==> src/rtl/column_scheduler.sv <==
// Per-slice column sequencer: after slice_sync and a settle delay it requests each column
// from the LED drivers, pulses column_ready on their ack, then holds for display and blanking.
module column_scheduler #(
   parameter int SYNC_TO_FIRST_COL_TIME = 10,
   parameter int COLUMN_DISP_TIME       = 10,
   parameter int ANTIGHOSTING_TIME      = 10,
   parameter int N_COLUMNS              = 8,
   parameter int REQ_TIMEOUT            = 64,
   parameter int SLICE_CNT_W            = 8
) (
   input  logic                   clk_33,
   input  logic                   nrst,
   input  logic                   enable,
   input  logic                   slice_sync,
   input  logic                   drv_data_ready,
   input  logic                   clr_err,
   output logic                   drv_load_req,
   output logic [2:0]             col_idx,
   output logic                   column_ready,
   output logic                   busy,
   output logic [SLICE_CNT_W-1:0] slice_count,
   output logic                   overrun_err,
   output logic                   late_err
);

   localparam int MAX_A   = (SYNC_TO_FIRST_COL_TIME > COLUMN_DISP_TIME) ?
                            SYNC_TO_FIRST_COL_TIME : COLUMN_DISP_TIME;
   localparam int MAX_B   = (ANTIGHOSTING_TIME > REQ_TIMEOUT) ? ANTIGHOSTING_TIME : REQ_TIMEOUT;
   localparam int CNT_MAX = (MAX_A > MAX_B) ? MAX_A : MAX_B;
   localparam int CNT_W   = $clog2(CNT_MAX + 1);

   localparam logic [CNT_W-1:0] SYNC_LOAD  = CNT_W'(SYNC_TO_FIRST_COL_TIME - 1);
   localparam logic [CNT_W-1:0] REQ_LOAD   = CNT_W'(REQ_TIMEOUT - 1);
   localparam logic [CNT_W-1:0] DISP_LOAD  = CNT_W'(COLUMN_DISP_TIME - 1);
   localparam logic [CNT_W-1:0] GHOST_LOAD = CNT_W'(ANTIGHOSTING_TIME - 1);
   localparam logic [2:0]       LAST_COL   = 3'(N_COLUMNS - 1);

   typedef enum logic [2:0] {IDLE, WAIT_SYNC, SYNC_DELAY, REQ, HOLD, GHOST} state_t;

   state_t           state;
   logic [CNT_W-1:0] cnt;
   logic             restart;
   logic             cnt_zero;

   // A sync in any active state (including WAIT_SYNC) starts a fresh slice.
   assign restart  = slice_sync && (state != IDLE);
   assign cnt_zero = (cnt == '0);

   always_ff @(posedge clk_33 or negedge nrst) begin
      if (!nrst) begin
         state        <= IDLE;
         cnt          <= '0;
         drv_load_req <= 1'b0;
         col_idx      <= 3'd0;
         column_ready <= 1'b0;
         busy         <= 1'b0;
         slice_count  <= '0;
         overrun_err  <= 1'b0;
         late_err     <= 1'b0;
      end else begin
         column_ready <= 1'b0;
         if (clr_err) begin
            overrun_err <= 1'b0;
            late_err    <= 1'b0;
         end

         if (!enable) begin
            state        <= IDLE;
            drv_load_req <= 1'b0;
            col_idx      <= 3'd0;
            busy         <= 1'b0;
         end else if (restart) begin
            if (state != WAIT_SYNC)
               overrun_err <= 1'b1;
            // An ack taken in this same cycle still earns its column_ready pulse.
            if (state == REQ && drv_data_ready)
               column_ready <= 1'b1;
            state        <= SYNC_DELAY;
            cnt          <= SYNC_LOAD;
            col_idx      <= 3'd0;
            slice_count  <= slice_count + 1'b1;
            drv_load_req <= 1'b0;
            busy         <= 1'b1;
         end else begin
            case (state)
               IDLE: state <= WAIT_SYNC;
               SYNC_DELAY: begin
                  if (cnt_zero) begin
                     state        <= REQ;
                     cnt          <= REQ_LOAD;
                     drv_load_req <= 1'b1;
                  end else begin
                     cnt <= cnt - 1'b1;
                  end
               end
               REQ: begin
                  if (drv_data_ready) begin
                     column_ready <= 1'b1;
                     state        <= HOLD;
                     cnt          <= DISP_LOAD;
                     drv_load_req <= 1'b0;
                  end else if (cnt_zero) begin
                     late_err     <= 1'b1;
                     state        <= GHOST;
                     cnt          <= GHOST_LOAD;
                     drv_load_req <= 1'b0;
                  end else begin
                     cnt <= cnt - 1'b1;
                  end
               end
               HOLD: begin
                  if (cnt_zero) begin
                     state <= GHOST;
                     cnt   <= GHOST_LOAD;
                  end else begin
                     cnt <= cnt - 1'b1;
                  end
               end
               GHOST: begin
                  if (!cnt_zero) begin
                     cnt <= cnt - 1'b1;
                  end else if (col_idx == LAST_COL) begin
                     state <= WAIT_SYNC;
                     busy  <= 1'b0;
                  end else begin
                     state        <= REQ;
                     col_idx      <= col_idx + 1'b1;
                     cnt          <= REQ_LOAD;
                     drv_load_req <= 1'b1;
                  end
               end
               default: ;
            endcase
         end
      end
   end

endmodule

==> config.mk <==
export PLATFORM = sky130hd
export DESIGN_NAME = column_scheduler
export DESIGN_NICKNAME = d
export VERILOG_FILES = /design/src/rtl/column_scheduler.sv
export SDC_FILE = /design/constraint.sdc
export NUM_CORES = 1
export LEC_CHECK = 0
export CORE_MARGIN = 2
export CORE_UTILIZATION = 35
export CTS_CLUSTER_SIZE = 25
export DETAILED_ROUTE_END_ITERATION = 6
export GPL_TIMING_DRIVEN = 0
export SLEW_MARGIN = 10
export SYNTH_ARGS = -nofsm -noshare
export SYNTH_HDL_FRONTEND = slang
export SYNTH_SLANG_ARGS = --single-unit
export TNS_END_PERCENT = 20
==> constraint.sdc <==
create_clock -name clk_33 -period 1.95 [get_ports clk_33]
set_input_delay 0.4875 -clock clk_33 [delete_from_list [all_inputs] [get_ports clk_33]]
set_output_delay 0.4875 -clock clk_33 [all_outputs]
set_load 0.01 [all_outputs]
== Word-level counts from Yosys, hierarchy flattened ==
Cells that the tools add are included.
Word-level totals
  register bits: 26
  output and inout bits: 16
  word-level logic and storage cells: 89
Cells by class
  $add $sub $neg: 3
  equality and inequality tests: 17
  mux-type cells: 48
  reduce and logical (&&, ||, !) cells: 12
Operator list (count)
  two-way mux 7 bit: 6
  two-way mux 3 bit: 11
  case mux 7 bit (4 select lines): 1
  two-way mux 1 bit: 27
  inequality test 4 bit (second input constant): 4
  case mux 3 bit (5 select lines): 1
  inequality test 3 x 1 -> 1 bit (second input constant): 4
  AND reduction 3 bit: 4
  equality test 3 bit (second input constant): 3
  adder 8 x 1 -> 8 bit (second input constant): 1
  logical NOT 7 bit: 1
  inequality test 7 x 1 -> 1 bit (second input constant): 1
  subtractor 7 x 1 -> 7 bit (second input constant): 1
  equality test 3 x 2 -> 1 bit (second input constant): 2
  inequality test 5 x 1 -> 1 bit (second input constant): 1
  inequality test 5 bit (second input constant): 1
  AND reduction 5 bit: 1
  nonzero test 5 bit: 1
  adder 3 x 1 -> 3 bit (second input constant): 1
  logical NOT 3 bit: 1
  inequality test 3 bit (second input constant): 1
  case mux 1 bit (3 select lines): 1
  nonzero test 3 bit: 1
  logical AND 1 bit: 2
  2 further kinds: 2

== Logic depth before layout (Yosys ltp) ==
Gate-level depths: netlist of the first run.
  depth after elaboration: 6
  mapped depth: 6

== Worst setup path after synthesis of the first run ==
OpenSTA, ideal clock, no wires.
  path type: register to register
  from: register cnt[0]
  to: register cnt[2]
  arrival time: 1.586 ns
  slack: 0.238 ns
  stages on the path, launching flop included: 7
  clock period less this slack: 1.712 ns
  path through: dfrtp_1 > inv_1 > ha_1 > or3b_4 > nor2_2 > a211oi_1 > a221o_1
On the way
  word-level cells in the longest chain between the ends: 5
  elaborated cells between the ends (all ways): 10
  those cells by class: add/sub: 1; eq/ne: 1; mux: 6; reduce/logical: 2
Ends and longest elaborated chain
  from (decl): RTL line 41  | logic [CNT_W-1:0] cnt;
  from (signal assigned): RTL line 93  | cnt <= cnt - 1'b1;
  from (signal assigned): RTL line 108  | cnt <= cnt - 1'b1;
  from (signal assigned): RTL line 116  | cnt <= cnt - 1'b1;
  subtractor 7 x 1 -> 7 bit / logical NOT 7 bit (equally long branches)
  two-way mux 7 bit: RTL line 102, 112
  two-way mux 7 bit: RTL line 97  | if (drv_data_ready) begin
  case mux 7 bit (4 select lines): RTL line 85  | case (state)
  two-way mux 7 bit: RTL line 72  | end else if (restart) begin
Parallel ways exist; a longest one is shown, timed or not.
A chain may end at the register's enable or synchronous reset.

== Final worst setup path of the first run ==
  from: input enable
  to: register cnt[5]
On the way
  word-level cells in the longest chain between the ends: 1
Ends and longest elaborated chain
  from (decl): RTL line 13  | input logic enable,
  AND reduction 3 bit (no line)
No other way between the ends.

==> results of run 1 <==
critical path, cell delays in order:
cell	delay, ns
clkdlybuf4s50_1	0.48
buf_2	0.25
o21ai_1	0.20
o21a_4	0.28
a221o_1	0.35
final timing paths:
check	cells after the start	from	slack (ns)	endpoint
max	5	enable	0.06	cnt[5]$_DFFE_PN0P_
min	1	nrst	0.19	drv_load_req$_DFFE_PN0P_
max reg2reg	6	cnt[0]$_DFFE_PN0P_	0.10	cnt[5]$_DFFE_PN0P_
min reg2reg	1	slice_count[7]$_DFFE_PN0P_	0.48	slice_count[7]$_DFFE_PN0P_
max in group asynchronous	1	nrst	1.36	busy$_DFFE_PN0P_
min in group clk_33	1	slice_count[7]$_DFFE_PN0P_	0.48	slice_count[7]$_DFFE_PN0P_
report_power, final:
part	internal, mW	switching (mW)
clock network	0.276	0.194
registers	0.680	0.185
logic	0.515	0.604
total	1.47	0.983
synthesized netlist by cell type, drive strengths merged, types with 2 or more instances:
cell     number  area [sq um]
dfrtp        26           651
nand2        17          76.3
o21ai        10          50.0
a21oi         6          30.0
inv           6          22.5
nor2          6          25.0
xnor2         6          52.6
ha            5          62.6
buf           4          35.0
nand2b        4          25.0
nand3         4          20.0
nand4         4          25.0
nor4          4          40.0
a2111oi       3          26.3
a211oi        3          27.5
a221o         3          30.0
nor2b         3          18.8
nor3          3          20.0
nor3b         3          27.5
o211ai        3          22.5
or3           3          28.8
and2          2          12.5
mux2i         2          20.0
o21a          2          22.5
xor2          2          17.5
layout make-up:
| type | instances | area, sq um |
|---|---|---|
| fillers | 415 | 2370 |
| multi-input cells | 115 | 873 |
| flip-flops and latches | 26 | 651 |
| repair buffers | 21 | 205 |
| well taps | 52 | 65.1 |
| clock buffers | 3 | 41.3 |
| plain buffers | 4 | 35.0 |
| clock inverters | 1 | 30.0 |
| inverters | 6 | 22.5 |
timing repair:
action | CTS | global route
pin swaps | 0 | 1
setup endpoints to repair | 2 | 8
gates resized for setup | 1 | 10
state kept, by name (all words and copies together) (netlist names):
signal and cells:
col_idx 3, cnt 7, late_err 1, slice_count 8, column_ready 1, overrun_err 1, busy 1, state 3
drv_load_req 1
logic make-up (layout without fill, tap and decap cells):
| group | after synthesis | count (layout) |
|---|---|---|
| xor gates and xnor gates | 8 | 8 |
| buffers and inverters | 10 | 35 |
| DFF | 26 | 26 |
| and+or+nand+nor | 61 | 61 |
| muxes | 2 | 2 |
| AOI/OAI and AO/OA | 38 | 38 |
| adders and majority gates | 6 | 6 |
through the flow:
stage	instance area, sq um	setup WS, ns	total power [mW]	util (%)
after floorplan	1540	0.238	1.60	-
after detailed placement	1810	-0.244	1.92	42.2
after global routing	1920	-0.0158	2.63	44.8
final	1920	0.0636	2.45	44.8
after CTS	1890	0.0239	2.39	44.0
after global placement	1810	-0.219	1.89	42.2
layer usage:
layer | wire (microns) | vias to the layer above | global-route usage [%]
li1 | - | 612 | -
met1 | 1630 | 617 | 20.0
met2 | 1660 | 42 | 24.7
met3 | 183 | 8 | 2.89
met4 | 80 | 0 | 5.56
met5 | 0 | - | 0
==> metrics.cfg, run 1 <==
[drt]
wl_mm=3.56
drt-wirelength-per-cell_microns=15.6
drcViolationCount=0
final_antenna_net_count=0
drt_iter0_drc=111
viasPerCell=5.61
first_pass_iters=4
vias=1279

[clock_tree]
cts_setup_buffers=0
cts.path.max_buffers=2
cts_buffers=3
clockRootBuffer=clkbuf_8
ctsHoldBuffers=0
cts_tree=built
clk_pin_slew_ns=0.10
clock_latency_ns=0.29
cts-htree-levels=1
cts.sinks=26

[outcome]
outcome=completed

[cells_and_area]
area_delta_synth_final_pct=25.0
drive_above_1_share_pct=17.0
stdcell_count=228
nNetsFinal=188
final_common_cell=dfrtp_1
antennaDiodeCount=0
final_cell_mix=dfrtp_1, clkdlybuf4s50_1, nand2_1

[yosys]
yosysWarnings=0
seq_area_frac_synth_pct=42.3
ys_seq_elements=26
synth_flop_cell=dfrtp_1
synth_xor_area_share_pct=4.55
synth_edf_count=0
syn-num-nets=162
syn_avg_cell_area_sq_um=10.2
synth_top_family_by_area=simple AND/OR/NAND/NOR gates
synthDistinctLibCells=54
synth_compound_area_share_pct=18.0
synthArstFlopShare_pct=100
syn_inst=151
synthSimpleGateAreaFrac_pct=25.3
muxShareOfSynthArea_pct=1.30
synthAdderAreaFrac_pct=4.80
synthesis.area_sq_um=1540

[power]
p_leak_nw=0.794
vdd_drop_max_mv=0.628
p_per_area_nw_per_um2=1280

[sta]
grt_setup_unrepaired=true
setup_viol=0
max_slew.worst_pin.slew_ns=0.601
fin_crit_ns=1.89
drv_slew=0
skew_ns=0.0100
fmax_mhz=530
fin_tns_setup_ns=0
max-slew-margin-rel_pct=59.9
final_hold_viol_count=0
hold_slack_ns=0.193
finalCritPeriodShare_pct=96.7

[placed_design]
placed_cells=224
gp_congestion=0.802
dpl.hpwl_mm=2.55
port_buffers=21

[global_routing]
grt.overflow.total=0
grt_pass1_wl_mm=6.07
grt_pass1_vias=1293
track_usage_pct=15.2
grt_max_degree=27
antenna_found_initial=0

[worst_setup_path]
startpoint_type=primary input
worstPathArrival_ns=2.06
critPathRequiredTime_ns=2.12
worstSetupPathType=primary input to flip-flop
cp_max_fo=10
end_kind=flip-flop

[floorplan]
pin_count=22
row_count=24
core_sq_um=4290
die_x_microns=70.3
dieArea_sq_um=4940
initial_core_util_pct=35.8
die_y_microns=70.3

[flow_run]
maxCapViolCount=0

[min_path]
hold_path.class=primary input to asynchronous set/reset pin

Note: power is estimated with default switching activity, not from simulation.
==> run 2: changes to the inputs <==
--- a/config.mk
+++ b/config.mk
@@ -6,10 +6,11 @@
 export NUM_CORES = 1
 export LEC_CHECK = 0
 export CORE_MARGIN = 2
-export CORE_UTILIZATION = 35
+export CORE_UTILIZATION = 54
 export CTS_CLUSTER_SIZE = 25
 export DETAILED_ROUTE_END_ITERATION = 6
 export GPL_TIMING_DRIVEN = 0
+export PLACE_DENSITY = 0.79
 export SLEW_MARGIN = 10
 export SYNTH_ARGS = -nofsm -noshare
 export SYNTH_HDL_FRONTEND = slang
==> run 2 against run 1 <==
  * Flip-flop and latch count unchanged
  * Die area down 33%
  * Final cell count down 9.2%
  * Critical path depth up 1
  * Setup slack better by 0.011 ns
  * Worst hold slack worse by 0.058 ns
  * Clock power down 21%
  * Global-route usage up 7.7 points
  * Non-clock buffer count unchanged
  * Core utilization up 23 points
  * Wire length down 4.2%
  * Clock skew down 0.0034 ns
  * Critical path type is now flip-flop to flip-flop
  * Critical endpoint unchanged
  * Largest power group unchanged
  * Highest routed layer unchanged
==> metrics.cfg, run 2 (synthesized netlist as in run 1, its figures left out) <==
[worst_setup_path]
cp_max_fo=6
worstPathArrival_ns=2.10
critPathRequiredTime_ns=2.17
worstSetupPathType=flip-flop to flip-flop
end_kind=flip-flop
reg2reg_slack_ns=0.07
startpoint_type=flip-flop

[cells_and_area]
top_regs=slice_count (8), cnt (7)
final_cell_mix=dfrtp_1, clkdlybuf4s50_1, nand2_1
area_delta_synth_final_pct=21.1
final_common_cell=dfrtp_1
antennaDiodeCount=0
largest_register=slice_count
stdcell_count=207
largest_reg_flops=8
nNetsFinal=188
drive_above_1_share_pct=15.3

[drt]
drt_iter0_drc=56
final_antenna_net_count=0
wl_mm=3.41
vias=1318
viasPerCell=6.37
drt-wirelength-per-cell_microns=16.5
first_pass_iters=4
drcViolationCount=0

[clock_tree]
cts_setup_buffers=0
clk_pin_slew_ns=0.14
cts.path.max_buffers=2
cts_resized=0
cts.sinks=26
clock_latency_ns=0.33
cts_tree=built
cts_buffers=3
cts-htree-levels=1
ctsHoldBuffers=0
clockRootBuffer=clkbuf_4

[placed_design]
gp_congestion=0.906
place_ws_ns=-0.206
placed_cells=203
dpl.hpwl_mm=2.47
port_buffers=21

[power]
power_mw=2.35
p_leak_nw=0.793
vdd_drop_max_mv=0.853
p_per_area_nw_per_um2=1260

[sta]
setup_viol=0
max_slew.worst_pin.slew_ns=0.573
drv_slew=0
fin_crit_ns=1.88
fin_tns_setup_ns=0
grt_setup_unrepaired=true
final_critical_path_setup_slack_ns=0.0748
max-slew-margin-rel_pct=61.8
skew_ns=0.00664
final_hold_viol_count=0
fmax_mhz=533
finalCritPeriodShare_pct=96.2

[floorplan]
core_sq_um=2730
row_count=19
initial_core_util_pct=56.3
dieArea_sq_um=3290
pin_count=22
die_x_microns=57.4
die_y_microns=57.4

[global_routing]
grt_max_degree=27
grt_pass1_vias=1334
grt_pass1_wl_mm=5.88
antenna_found_initial=0
track_usage_pct=22.9
grt.overflow.total=0

[min_path]
hold_path.class=primary input to asynchronous set/reset pin

[outcome]
outcome=completed

[flow_run]
maxCapViolCount=0

[run 2: cell counts in the layout (fill, tap and decap cells not counted)]
No cell type changed its count.
[run 2: layout make-up]
type | count | area (sq um)
Buffer | 4 | 35.0
Clock buffer | 3 | 22.5
Clock inverter | 1 | 30.0
Fill cell | 222 | 871
Inverter | 6 | 22.5
Multi-Input combinational cell | 115 | 858
Sequential cell | 26 | 651
Tap cell | 31 | 38.8
Timing Repair Buffer | 21 | 205
[run 2: power by group]
part	leakage [nW]	switching (mW)	internal [mW]
Sequential	0.342	0.188	0.680
Combinational	0.423	0.599	0.512
Clock	0.0279	0.165	0.208
[run 2: critical path, stage by stage (launching register included)]
cell	delay, ns
dfrtp_1	0.42
inv_1	0.12
ha_1	0.19
or3b_4	0.43
nor2_4	0.17
a211oi_2	0.12
a221o_1	0.32
[run 2: per-layer routing]
layer	up-vias	GRT usage (%)	routed length [microns]
met5	-	0	0
met2	42	38.5	1790
met4	0	8.64	44
li1	610	-	-
met1	660	30.2	1440
met3	6	2.49	146
[run 2: worst paths after layout]
| check | depth (start not counted) | endpoint | start |
|---|---|---|---|
| max reg2reg | 6 | cnt[5]$_DFFE_PN0P_ | cnt[0]$_DFFE_PN0P_ |
| max | 6 | cnt[5]$_DFFE_PN0P_ | cnt[0]$_DFFE_PN0P_ |
| max in group asynchronous | 1 | cnt[5]$_DFFE_PN0P_ | nrst |
| min in group clk_33 | 1 | slice_count[7]$_DFFE_PN0P_ | slice_count[7]$_DFFE_PN0P_ |
| min | 1 | slice_count[4]$_DFFE_PN0P_ | nrst |
| min reg2reg | 1 | slice_count[7]$_DFFE_PN0P_ | slice_count[7]$_DFFE_PN0P_ |
[run 2: stage by stage]
step | hold WS (ns) | utilization [%] | cell area [sq um]
2_1_floorplan | 0.192 | - | 1540
3_3_place_gp | 0.462 | 65.4 | 1790
3_5_place_dp | 0.473 | 65.4 | 1790
4_1_cts | 0.496 | 67.3 | 1840
5_1_grt | 0.163 | 68.1 | 1860
6_report | 0.135 | 68.1 | 1860
==> run 3: changes to the inputs <==
--- a/config.mk
+++ b/config.mk
@@ -7,9 +7,11 @@
 export LEC_CHECK = 0
 export CORE_MARGIN = 2
 export CORE_UTILIZATION = 54
+export CTS_CLUSTER_DIAMETER = 40
 export CTS_CLUSTER_SIZE = 25
 export DETAILED_ROUTE_END_ITERATION = 6
 export GPL_TIMING_DRIVEN = 0
+export MAX_ROUTING_LAYER = met4
 export PLACE_DENSITY = 0.79
 export SLEW_MARGIN = 10
 export SYNTH_ARGS = -nofsm -noshare
==> run 3 against run 2 <==
  * Flip-flop and latch count is the same
  * Clock power grew 1%
  * Power shrank 0.13%
  * Clock skew grew 0.00085 ns
  * Final cell count is the same
  * Sequential power is essentially flat
  * Wire length shrank 0.26%
==> metrics.cfg, run 3 (synthesized netlist as in run 1, its figures left out) <==
[flow_run]
maxCapViolCount=0

[drt]
vias=1299
drcViolationCount=0
wl_mm=3.40
final_antenna_net_count=0
first_pass_iters=4
viasPerCell=6.28
drt_iter0_drc=50
drt-wirelength-per-cell_microns=16.4

[cells_and_area]
post-route-util_pct=68.1
final_cell_mix=dfrtp_1, clkdlybuf4s50_1, nand2_1
final_cell_area_sq_um=1860
final_common_cell=dfrtp_1
stdcell_count=207
antennaDiodeCount=0
nNetsFinal=188
largest_register=slice_count
area_delta_synth_final_pct=21.1
largest_reg_flops=8
top_regs=slice_count (8), cnt (7)
drive_above_1_share_pct=15.3

[worst_setup_path]
end_kind=output pin
worstPathArrival_ns=1.39
cp_top_family=buffers and inverters
worstSetupPathType=flip-flop to output pin
reg2reg_slack_ns=0.08
cp_max_fo=6
cpPeakStageDelay_ns=0.57
critPathRequiredTime_ns=1.46
path_buf_inv=1
cp_slowest_cell=clkdlybuf4s50_1
path_cells=clkdlybuf4s50_1
startpoint_type=flip-flop

[placed_design]
port_buffers=21
dpl.hpwl_mm=2.47
placed_cells=203
gp_congestion=0.922
place_area_sq_um=1790

[power]
p_per_area_nw_per_um2=1260
power_mw=2.35
p_leak_nw=0.793
vdd_drop_max_mv=0.854

[sta]
fmax_mhz=534
hold_slack_ns=0.123
finalCritPeriodShare_pct=96.1
skew_ns=0.00749
fin_crit_ns=1.87
grt_setup_unrepaired=true
max-slew-margin-rel_pct=61.8
final_hold_viol_count=0
max_slew.worst_pin.slew_ns=0.573
drv_slew=0
setup_viol=0

[clock_tree]
cts_tree=built
clk_pin_slew_ns=0.15
cts-htree-levels=1
cts_buffers=3
cts.sinks=26
clock_latency_ns=0.34
cts.path.max_buffers=2
ctsHoldBuffers=0
clockRootBuffer=clkbuf_4

[global_routing]
use_met3_pct=2.49
grt.overflow.total=0
grt_util_met2_pct=38.5
grt-busiest-layer=met2
antenna_found_initial=0
grt_pass1_vias=1335
grt_util_met1_pct=30.2
grt_max_degree=27
grt_pass1_wl_mm=5.88
track_usage_pct=23.6

[floorplan]
initial_core_util_pct=56.3
row_count=19
dieArea_sq_um=3290
die_y_microns=57.4
die_x_microns=57.4
core_sq_um=2730
pin_count=22

[min_path]
hold_path.class=primary input to asynchronous set/reset pin

[outcome]
outcome=completed

[run 3: cell counts in the layout (fill, tap and decap cells not counted)]
Identical to the previous run, type by type.
[run 3: area by class of cell]
class / count / area (sq um)
fill: 222 / 871
multi-input combinational: 115 / 858
sequential: 26 / 651
timing repair buffer: 21 / 205
tap: 31 / 38.8
buffer: 4 / 35.0
clock inverter: 1 / 30.0
clock buffer: 3 / 22.5
inverter: 6 / 22.5
[run 3: path summary, 6_finish.rpt]
| kind | cells after the start | endpoint | start |
|---|---|---|---|
| hold / removal | 1 | slice_count[4]$_DFFE_PN0P_ | nrst |
| setup / recovery | 1 | slice_count[0] | slice_count[0]$_DFFE_PN0P_ |
| hold reg to reg | 1 | slice_count[7]$_DFFE_PN0P_ | slice_count[7]$_DFFE_PN0P_ |
| min in group clk_33 | 1 | slice_count[7]$_DFFE_PN0P_ | slice_count[7]$_DFFE_PN0P_ |
| setup reg to reg | 6 | cnt[5]$_DFFE_PN0P_ | cnt[0]$_DFFE_PN0P_ |
| max in group asynchronous | 1 | cnt[6]$_DFFE_PN0P_ | nrst |
[run 3: through the flow]
step,TNS (ns),setup WS (ns)
floorplan,0,0.238
global placement,-1.46,-0.212
detailed placement,-1.46,-0.206
CTS,0,0.0427
global route,-0.0581,-0.0268
finish,0,0.0757
[run 3: timing repair]
item	4_1_cts	5_1_grt
gates resized for setup	0	7
setup endpoints to repair	0	9
buffers inserted	0	0
[run 3: power by group]
group	total, mW	internal [mW]	switching [mW]
combinational	1.11	0.512	0.594
clock	0.378	0.208	0.169
sequential	0.865	0.680	0.185
[run 3: per-layer routing]
layer | vias up | routed length (microns)
li1 | 609 | -
met1 | 640 | 1410
met2 | 43 | 1790
met3 | 7 | 151
met4 | 0 | 51
met5 | - | 0
[run 3: worst reg2reg max path: stages, from the launching register on]
cell,delay [ns]
dfrtp_1,0.42
inv_1,0.12
ha_1,0.19
or3b_4,0.43
nor2_4,0.16
a211oi_2,0.12
a221o_1,0.32
